===== config.mk =====
export PLATFORM = sky130hd
export DESIGN_NAME = oam_dma_arbiter
export DESIGN_NICKNAME = d
export VERILOG_FILES = /design/src/rtl/oam_dma_arbiter.sv
export SDC_FILE = /design/constraint.sdc
export NUM_CORES = 1
export LEC_CHECK = 0
export CAP_MARGIN = 25
export CORE_ASPECT_RATIO = 1.4
export CORE_MARGIN = 4
export CORE_UTILIZATION = 45
export CTS_CLUSTER_SIZE = 16
export DETAILED_ROUTE_END_ITERATION = 6
export PLACE_DENSITY = 0.86
export SLEW_MARGIN = 0
export SYNTH_ARGS = -nofsm -noshare
export SYNTH_HDL_FRONTEND = slang
export SYNTH_SLANG_ARGS = --single-unit

===== constraint.sdc =====
create_clock -name clock_i -period 4.59 [get_ports clock_i]
set_clock_uncertainty 0.05 [all_clocks]
set_input_delay 0.918 -clock clock_i [delete_from_list [all_inputs] [get_ports clock_i]]
set_output_delay 0.918 -clock clock_i [all_outputs]
set_load 0.02 [all_outputs]

===== src/rtl/oam_dma_arbiter.sv =====
// oam_dma_arbiter: shares the CPU memory bus with a 256-byte OAM sprite DMA.
// Define OAM_DMA_ALIGN_EN to add the odd-cycle ALIGN state and its parity tracker.
module oam_dma_arbiter #(
  parameter logic [15:0] TRIGGER_ADDR  = 16'h4014,
  parameter logic [15:0] OAM_DATA_ADDR = 16'h2004
) (
  input  logic        clock_i,
  input  logic        reset_ni,
  input  logic        tick_i,
  input  logic [15:0] cpu_address_i,
  input  logic [7:0]  cpu_data_i,
  input  logic        cpu_bus_read_i,
  input  logic        cpu_bus_write_i,
  output logic [7:0]  cpu_data_o,
  output logic        cpu_data_valid_o,
  output logic [15:0] mem_address_o,
  output logic [7:0]  mem_data_o,
  output logic        mem_read_o,
  output logic        mem_write_o,
  input  logic [7:0]  mem_data_i,
  input  logic        mem_data_valid_i,
  output logic        dma_active_o,
  output logic        dma_done_o
);
  typedef enum logic [2:0] {IDLE, HALT, ALIGN, READ, WRITE} state_t;
  state_t state_q, state_d;
  logic [7:0] page_q, page_d, count_q, count_d, hold_q, hold_d;
  logic idle, trigger, align_go;
  assign idle    = state_q == IDLE;
  assign trigger = cpu_bus_write_i && cpu_address_i == TRIGGER_ADDR;
`ifdef OAM_DMA_ALIGN_EN
  logic parity_q, parity_d;
  assign parity_d = parity_q ^ tick_i;
  assign align_go = parity_q;
  always_ff @(posedge clock_i or negedge reset_ni)
    if (!reset_ni) parity_q <= 1'b0;
    else parity_q <= parity_d;
`else
  assign align_go = 1'b0;
`endif
  always_ff @(posedge clock_i or negedge reset_ni)
    if (!reset_ni) state_q <= IDLE;
    else state_q <= state_d;
  always_ff @(posedge clock_i or negedge reset_ni)
    if (!reset_ni) begin
      page_q  <= '0;
      count_q <= '0;
      hold_q  <= '0;
    end else begin
      page_q  <= page_d;
      count_q <= count_d;
      hold_q  <= hold_d;
    end
  always_comb begin
    state_d = state_q;
    page_d  = page_q;
    count_d = count_q;
    hold_d  = hold_q;
    if (tick_i)
      case (state_q)
        IDLE: if (trigger) begin
          page_d  = cpu_data_i;
          count_d = '0;
          state_d = HALT;
        end
        HALT:  state_d = align_go ? ALIGN : READ;
        ALIGN: state_d = READ;
        READ: if (mem_data_valid_i) begin
          hold_d  = mem_data_i;
          state_d = WRITE;
        end
        WRITE: if (count_q == 8'hFF) state_d = IDLE;
        else begin
          count_d = count_q + 8'd1;
          state_d = READ;
        end
        default: state_d = IDLE;
      endcase
  end
  always_comb begin
    mem_address_o    = idle ? cpu_address_i : state_q == WRITE ? OAM_DATA_ADDR : {page_q, count_q};
    mem_data_o       = idle ? cpu_data_i : hold_q;
    mem_read_o       = idle ? cpu_bus_read_i : state_q == READ;
    mem_write_o      = idle ? cpu_bus_write_i : state_q == WRITE;
    cpu_data_o       = idle ? mem_data_i : hold_q;
    cpu_data_valid_o = idle && mem_data_valid_i;
    dma_active_o     = !idle;
    dma_done_o       = state_q == WRITE && tick_i && count_q == 8'hFF;
  end
endmodule


**Word level (Yosys, flattened, before mapping)**

Cells that the tools add are included.

- Register bits after elaboration: 27
- Output and inout port bits: 37
- Logic and storage cells: 39

- Add/subtract/negate cells: 1
- Equality and inequality tests: 9
- Muxes and demuxes: 13
- Reductions and logical operators: 12

Operators with widths:

| kind | count |
|---|---|
| 2-to-1 mux 16 bit | 2 |
| 2-to-1 mux 8 bit | 4 |
| equality test 16 x 15 -> 1 bit (second input constant) | 1 |
| case mux 8 bit (2 select lines) | 1 |
| case mux 3 bit (4 select lines) | 1 |
| AND reduction 3 bit | 3 |
| adder 8 x 1 -> 8 bit (second input constant) | 1 |
| equality test 8 bit (second input constant) | 1 |
| equality test 3 x 2 -> 1 bit (second input constant) | 2 |
| 2-to-1 mux 3 bit | 2 |
| != test 2 bit (second input constant) | 3 |
| logical AND 1 bit | 4 |
| AND reduction 4 bit | 1 |
| equality test 3 x 1 -> 1 bit (second input constant) | 1 |
| equality test 3 bit (second input constant) | 1 |
| logical NOT 3 bit | 1 |
| 2-to-1 mux 1 bit | 2 |
| 2-to-1 mux 2 bit | 1 |
| nonzero test 2 bit | 1 |
| OR reduction 2 bit | 1 |
| logical NOT 1 bit | 1 |

**Logic depth before layout (Yosys ltp)**

- Depth in word-level cells: 4
- Mapped depth: 6

**Worst setup path before layout**

No wires, ideal clock.

- Path kind: input -> output
- Start: input port tick_i
- End: output port dma_done_o
- Data arrival time: 1,501 ps
- Data required time: 3,622 ps
- Path slack: 2,121 ps
- Stages on the path: 2
- Buffers on the path: 0
- Cells stage by stage: nand4bb_4 nor3_1

- Cells in the longest elaborated chain, start to end: 2

RTL lines:

| what | RTL line | text |
|---|---|---|
| from (decl) | 9 | `input logic tick_i,` |
| logical AND 1 bit (2 in series) | 88 | `dma_done_o = state_q == WRITE && tick_i && count_q == 8'hFF;` |
| to (decl) | 23 | `output logic dma_done_o` |

No other way between the ends.

**Final worst setup path**

- Start: register state_q[2]
- End: output port mem_address_o[13]

- Cells in the longest elaborated chain, start to end: 3
- Elaborated cells on any way between the ends: 4
- Those cells by class: eq/ne: 1; mux: 2; reduce/logical: 1

RTL lines:

| what | RTL line | text |
|---|---|---|
| from (decl) | 26 | `state_t state_q, state_d;` |
| from (signal assigned) | 43 | `else state_q <= state_d;` |
| equality test 3 bit | 81 | `mem_address_o = idle ? cpu_address_i : state_q == WRITE ? OAM_DATA_ADDR : {page_q, count_q};` |
| 2-to-1 mux 16 bit | 81 |  |
| 2-to-1 mux 16 bit (*) | 81 |  |
| to (decl) | 16 | `output logic [15:0] mem_address_o,` |

Mark *: on every way between the ends. The rest lies on a longest branch, timed or not.

==> out/results.tsv <==
metric	value	unit
RR Startpoint	state_q[2]$_DFFE_PN0P_	
Max Buffers Root-to-Sink	2	
clock share of power	0.094	
Avg WL per Cell	16.5	µm
# diodes	0	
design internal power	830	µW
Synth Area in XOR/XNOR	0	
RSZ-0062 raised after global routing	no	
via density per instance	5.65	
Post-Synth Adder-Cell Area	0.00737	
Ys Warns	0	
Power Dens Cells	597	nW/µm²
Sw Ratio	0.450	
Layout fillers	283	
Buffers & Inverters on Critical Path	2	
total global-route track usage	0.225	
switching power	679	µW
vias in the first global route	1861	
CP startpoint	state_q[2]$_DFFE_PN0P_	
post-CTS sizing	0	
Residual DRC	0	
fin cells	304	
Initial Util	0.466	
WS Path Type	register to output port	
Crit-path slowest cell	nor3_4	
most common cell after layout, fill and taps aside	clkdlybuf4s50_1	
Nets	302	
Setup Fix Bufs, Post-CTS	0	
final setup violation count	0	
Detail Route Antenna Nets	0	
CTS sink count	27	
Mapped Cells	189	
cells on worst reg2reg path	4	
post-synthesis sequential area ratio	0.398	
CP Max Fanout	21	
Slew Viols, Final	0	
post-layout min period	3.57	ns
compound-gate portion of the synthesized area	0.165	
Max-slew headroom	0.492	
layout cell share with drive strength beyond 1	0.130	
RePlAce Congestion	0.781	
fmax	280	MHz
Distinct cells, synth	38	
most frequent cells in the layout	clkdlybuf4s50_1 (74), nand2_1 (51), dfrtp_1 (27)	
fin crit share	0.779	
Die Ht	80.7	µm
CTS H-tree lvls	1	
Max-cap violations	0	
Post-DP HPWL	4040	µm
crit-path leading delay family	buffers and inverters	
initial drt markers	35	
Final Hold Viols	0	
WP depth	4	
number of synthesized register bits	27	
core area	3640	µm²
HP Class	register to register	
worst path cell trace	nor3_4 -> inv_2 -> o22a_1 -> clkdlybuf4s50_1	
critical path data required time	3.62	ns
slack of the worst reg-to-reg path	1.85	ns
largest net degree at the start of global routing	22	
largest family of logic cells by synthesized area	simple AND/OR/NAND/NOR gates	
CTS tree	done	
Avg Cell Area, Syn	8.98	µm²
first-pass GRT wire length	8310	µm
Flop pwr share	0.263	
IO Count	75	
Skew-Pair Late Insertion Delay	0.28	ns
DIE AREA	4830	µm²
synthesized area	1700	µm²
syn_nets	228	
Slew @ Worst Pin	0.759	ns
placed cells	300	
status	completed	
hold buffer count at cts	0	
Rows	26	
FF-to-FF End	page_q[6]$_DFFE_PN0P_	
Die X	59.9	µm
Crit. End Element	output port	
initial antenna violation count	0	
Gate power share	0.642	
area grow syn2layout	48.9	%
maximum single-stage delay on the critical path	0.68	ns
Simple-Gate Fraction of Synth Area	0.262	
final wirelength	5030	µm
final core utilization	0.694	
final hold slack	0.467	ns
multiplexer area fraction after synthesis	0.125	
CP arrival	2.61	ns
GRT Residual Overflow	0	
end point of the critical path	mem_address_o[13]	
Vias	1719	
Pre-antenna DRT Iters	5	
Setup crit start kind	register	
Num CTS Buffers	3	
port buffer count	74	
post-route setup TNS	0	ns
static leakage	0.00107	µW
Worst-path clk slew	0.09	ns
IR drop worst, VDD	0.440	mV
CTS root buf	clkbuf_8	
-- logic make-up after synthesis --
family / count (synthesis)
buffers and inverters: 17
AO/OA/AOI/OAI: 40
flip-flops: 27
adder cells (fa/ha/maj): 1
multiplexers: 19
AND/OR/NAND/NOR: 85
-- cells in the mapped netlist (all sizes together) --
cell,count,area (µm²)
a22o,10,88.8
nor3,3,31.3
nand2,51,191
nand2b,1,6.26
o31ai,1,7.51
or2,1,6.26
a21oi,5,25.0
nor4b,3,26.3
nand4bb,1,27.5
a21o,1,7.51
mux2i,2,20.0
ha,1,12.5
dfrtp,27,676
nor3b,1,7.51
buf,2,16.3
o21ai,11,55.1
or4b,1,10.0
nor2,7,26.3
o22ai,1,6.26
o211ai,7,52.6
clkbuf,6,22.5
o21bai,1,11.3
and2,1,6.26
nand4,4,25.0
o31a,2,17.5
o22a,1,8.76
nor4,2,27.5
mux2,17,191
inv,9,33.8
or4,3,23.8
nand3,6,30.0
-- worst min path at each step --
stage,from,endpoint,slack (ns),depth (start not counted)
after detailed placement,hold_q[5]$_DFFE_PN0P_,hold_q[5]$_DFFE_PN0P_,0.45,1
after global routing,hold_q[5]$_DFFE_PN0P_,hold_q[5]$_DFFE_PN0P_,0.48,1
after CTS,hold_q[5]$_DFFE_PN0P_,hold_q[5]$_DFFE_PN0P_,0.47,1
final,hold_q[5]$_DFFE_PN0P_,hold_q[5]$_DFFE_PN0P_,0.47,1
after floorplan,hold_q[0]$_DFFE_PN0P_,hold_q[0]$_DFFE_PN0P_,0.43,1
after global placement,page_q[3]$_DFFE_PN0P_,page_q[3]$_DFFE_PN0P_,0.44,1
-- power groups by stage --
| stage | clock (µW) | combinational [µW] | sequential [µW] |
|---|---|---|---|
| floorplan | 0 | 577 | 354 |
| global placement | 0 | 963 | 396 |
| detailed placement | 0 | 974 | 401 |
| CTS | 145 | 981 | 395 |
| global route | 155 | 1050 | 406 |
| finish | 142 | 970 | 397 |
-- worst register-to-register path: cells and delay by family, from the launching register on --
family                 cells  cell delay (ns)
multiplexers               1             0.40
buffers and inverters      1             0.28
AND/OR/NAND/NOR            2             1.31
flip-flops                 1             0.59
-- stage by stage --
step | setup slack [ns] | total power, µW | instance area [µm²]
after global placement | 1.17 | 1360 | 2470
after global routing | 0.797 | 1610 | 2530
after detailed placement | 1.13 | 1370 | 2480
after floorplan | 2.12 | 931 | 1700
final | 1.02 | 1510 | 2530
after CTS | 1.01 | 1520 | 2530
-- area by class of cell --
cell class                 instances  area, µm²  share of cell area
clock inverter                     1       5.00             0.00198
inverter                           9       33.8              0.0134
tap                               42       52.6              0.0208
multi-input combinational        145        950               0.376
timing repair buffer              77        771               0.305
clock buffer                       3       41.3              0.0163
sequential                        27        676               0.267
-- routing by layer --
metal  GRT usage  part of all wire
met1       0.251              0.40
met2       0.369              0.49
met3      0.0949             0.098
met4      0.0931             0.016
met5           0                 0
-- state kept, by name, indices dropped and copies added, names as in the netlist --
name / cells
hold_q: 8
page_q: 8
count_q: 8
state_q: 3
(Power assumes the default switching activity.)
==> RTL edit, RTL diff (same settings) <==
Add a define of `OAM_DMA_ALIGN_EN`.
--- a/src/rtl/oam_dma_arbiter.sv
+++ b/src/rtl/oam_dma_arbiter.sv
@@ -2,2 +2,4 @@
 // Define OAM_DMA_ALIGN_EN to add the odd-cycle ALIGN state and its parity tracker.
+`define OAM_DMA_ALIGN_EN
+
 module oam_dma_arbiter #(
Function: changed (a bounded check fails within 4 cycles, from zero or initial values and one cycle with reset_ni low).
==> RTL edit against the unedited design <==
Area after synthesis up 7.8%; sequential cell count grew 1; routed wire length grew 2.9%; total power down 2.5%; setup slack got worse by 0.13 ns; combinational power fell by 4.6%; critical path depth did not move; highest routed layer unchanged; design area grew 3.7%.
==> RTL edit: results (changes against the unedited design) <==
[outcome]
outcome=finished, final reports clean  ; unchanged

[global_routing]
grtUsageMet1_pct=25.0  ; was 25.1%
grt_pass1_wl_microns=8530  ; was 8310 microns
met3_usage_pct=8.98  ; was 9.49%
grt_usage_pct=21.3  ; was 22.5%
grt_pass1_vias=1849  ; was 1861
met2_usage_pct=34.5  ; was 36.9%
grt_max_degree=29  ; was 22

[placed_design]
postPlaceCellArea_sq_mm=0.00258  ; was 0.00248 sq mm
hpwl_microns=4070  ; was 4040 microns
gp_congestion=0.839  ; was 0.781
dpl_worst_slack_ns=0.886  ; was 1.13 ns
dp.cells=323  ; was 300

[pwr]
irDropWorstVdd_mv=0.436  ; was 0.440 mV
p_leak_nw=1.13  ; was 1.07 nW

[clock_tree]
cts_buffers=3  ; unchanged
root_buffer=clkbuf_8  ; unchanged
clock_sinks=28  ; was 27
clk_latency_ns=0.28  ; about the same

[logic_synthesis]
syn-num-nets=254  ; was 228
synthDistinctLibCells=46  ; was 38
ys_top_cells_by_area=dfrtp_1 (38%), nand2_1 (13%), mux2_2 (10%)  ; was dfrtp_1 (40%), nand2_1 (11%), mux2_2 (11%)
syn_area_per_cell_sq_um=8.51  ; was 8.98 sq um
synthTopCellsByCount=nand2_1 (62), dfrtp_1 (28), o21ai_0 (19)  ; was nand2_1 (51), dfrtp_1 (27), mux2_2 (17)
seq_area_frac_synth_pct=38.3  ; was 39.8%

[critical_path]
crit_path_max_incr_delay_ns=0.63  ; was 0.68 ns
cpMaxStageDelayCell=clkdlybuf4s50_1  ; was nor3_4
worstPathArrival_ns=2.74  ; was 2.61 ns
cp_max_fo=8  ; was 21

[route]
drt_pass1_iterations=4  ; was 5
vias=1782  ; was 1719
wl_per_cell_microns=15.9  ; was 16.5 microns
drtIter0Drc=68  ; was 35
routed_via_density=5.47  ; was 5.65

[layout]
reg_top3=count_q x8, hold_q x8, page_q x8  ; unchanged
drive_gt1_share_pct=9.89  ; was 13.0%
fillers=319  ; was 283

[timing]
maxSlewHeadroom_pct=45.6  ; was 49.2%

RTL edit: cell count changes in the layout (fill, tap and decap cells not counted), sizes merged, moves of 3 or more:
cell / delta
inv: -4
a22o: -10
nand2b: +12
nand4: -3
o211ai: -5
o21a: +3
or4: -3
nand3b: +3
a31oi: +3
o21ai: +9
and3: +4
nand2: +11
RTL edit: path summary, 6_finish.rpt:
check	from	end	slack, ns	cells after the start
max reg2reg	state_q[0]$_DFFE_PN0P_	page_q[7]$_DFFE_PN0P_	2.12	5
max	tick_i	dma_done_o	0.88	4
min	align_go$_DFF_PN0_	align_go$_DFF_PN0_	0.43	1
min reg2reg	align_go$_DFF_PN0_	align_go$_DFF_PN0_	0.43	1
min in group asynchronous	reset_ni	hold_q[2]$_DFFE_PN0P_	0.97	2
max in group asynchronous	reset_ni	state_q[1]$_DFFE_PN0P_	3.25	2
RTL edit: report_power, final:
part	switching, mW	total, mW	internal, mW
clock network	0.0777	0.137	0.0591
logic	0.480	0.925	0.444
registers	0.0905	0.410	0.320
RTL edit: logic make-up after synthesis:
kind of cell	count (synthesis)	share of synthesized area, %
fa+ha+maj	1	0.683
flops	28	38.3
mux	19	11.6
compound gates	42	14.1
simple gates	108	30.6
buf+inv	16	4.31
xor+xnor	1	0.479
RTL edit: routing by layer:
| metal | wire length, microns | share of wire, % | vias to the layer above |
|---|---|---|---|
| met3 | 491 | 9.5 | 7 |
| met2 | 2630 | 51 | 62 |
| li1 | - | - | 882 |
| met1 | 1980 | 38 | 831 |
| met4 | 74 | 1.4 | 0 |
| met5 | 0 | 0 | - |
RTL edit: area by class of cell:
class	count	area [sq um]	area share, %
inverter	5	18.8	0.716
tap	43	53.8	2.05
multi-input combinational	171	1050	40.1
timing repair buffer	76	756	28.8
sequential	28	701	26.7
clock buffer	3	41.3	1.58
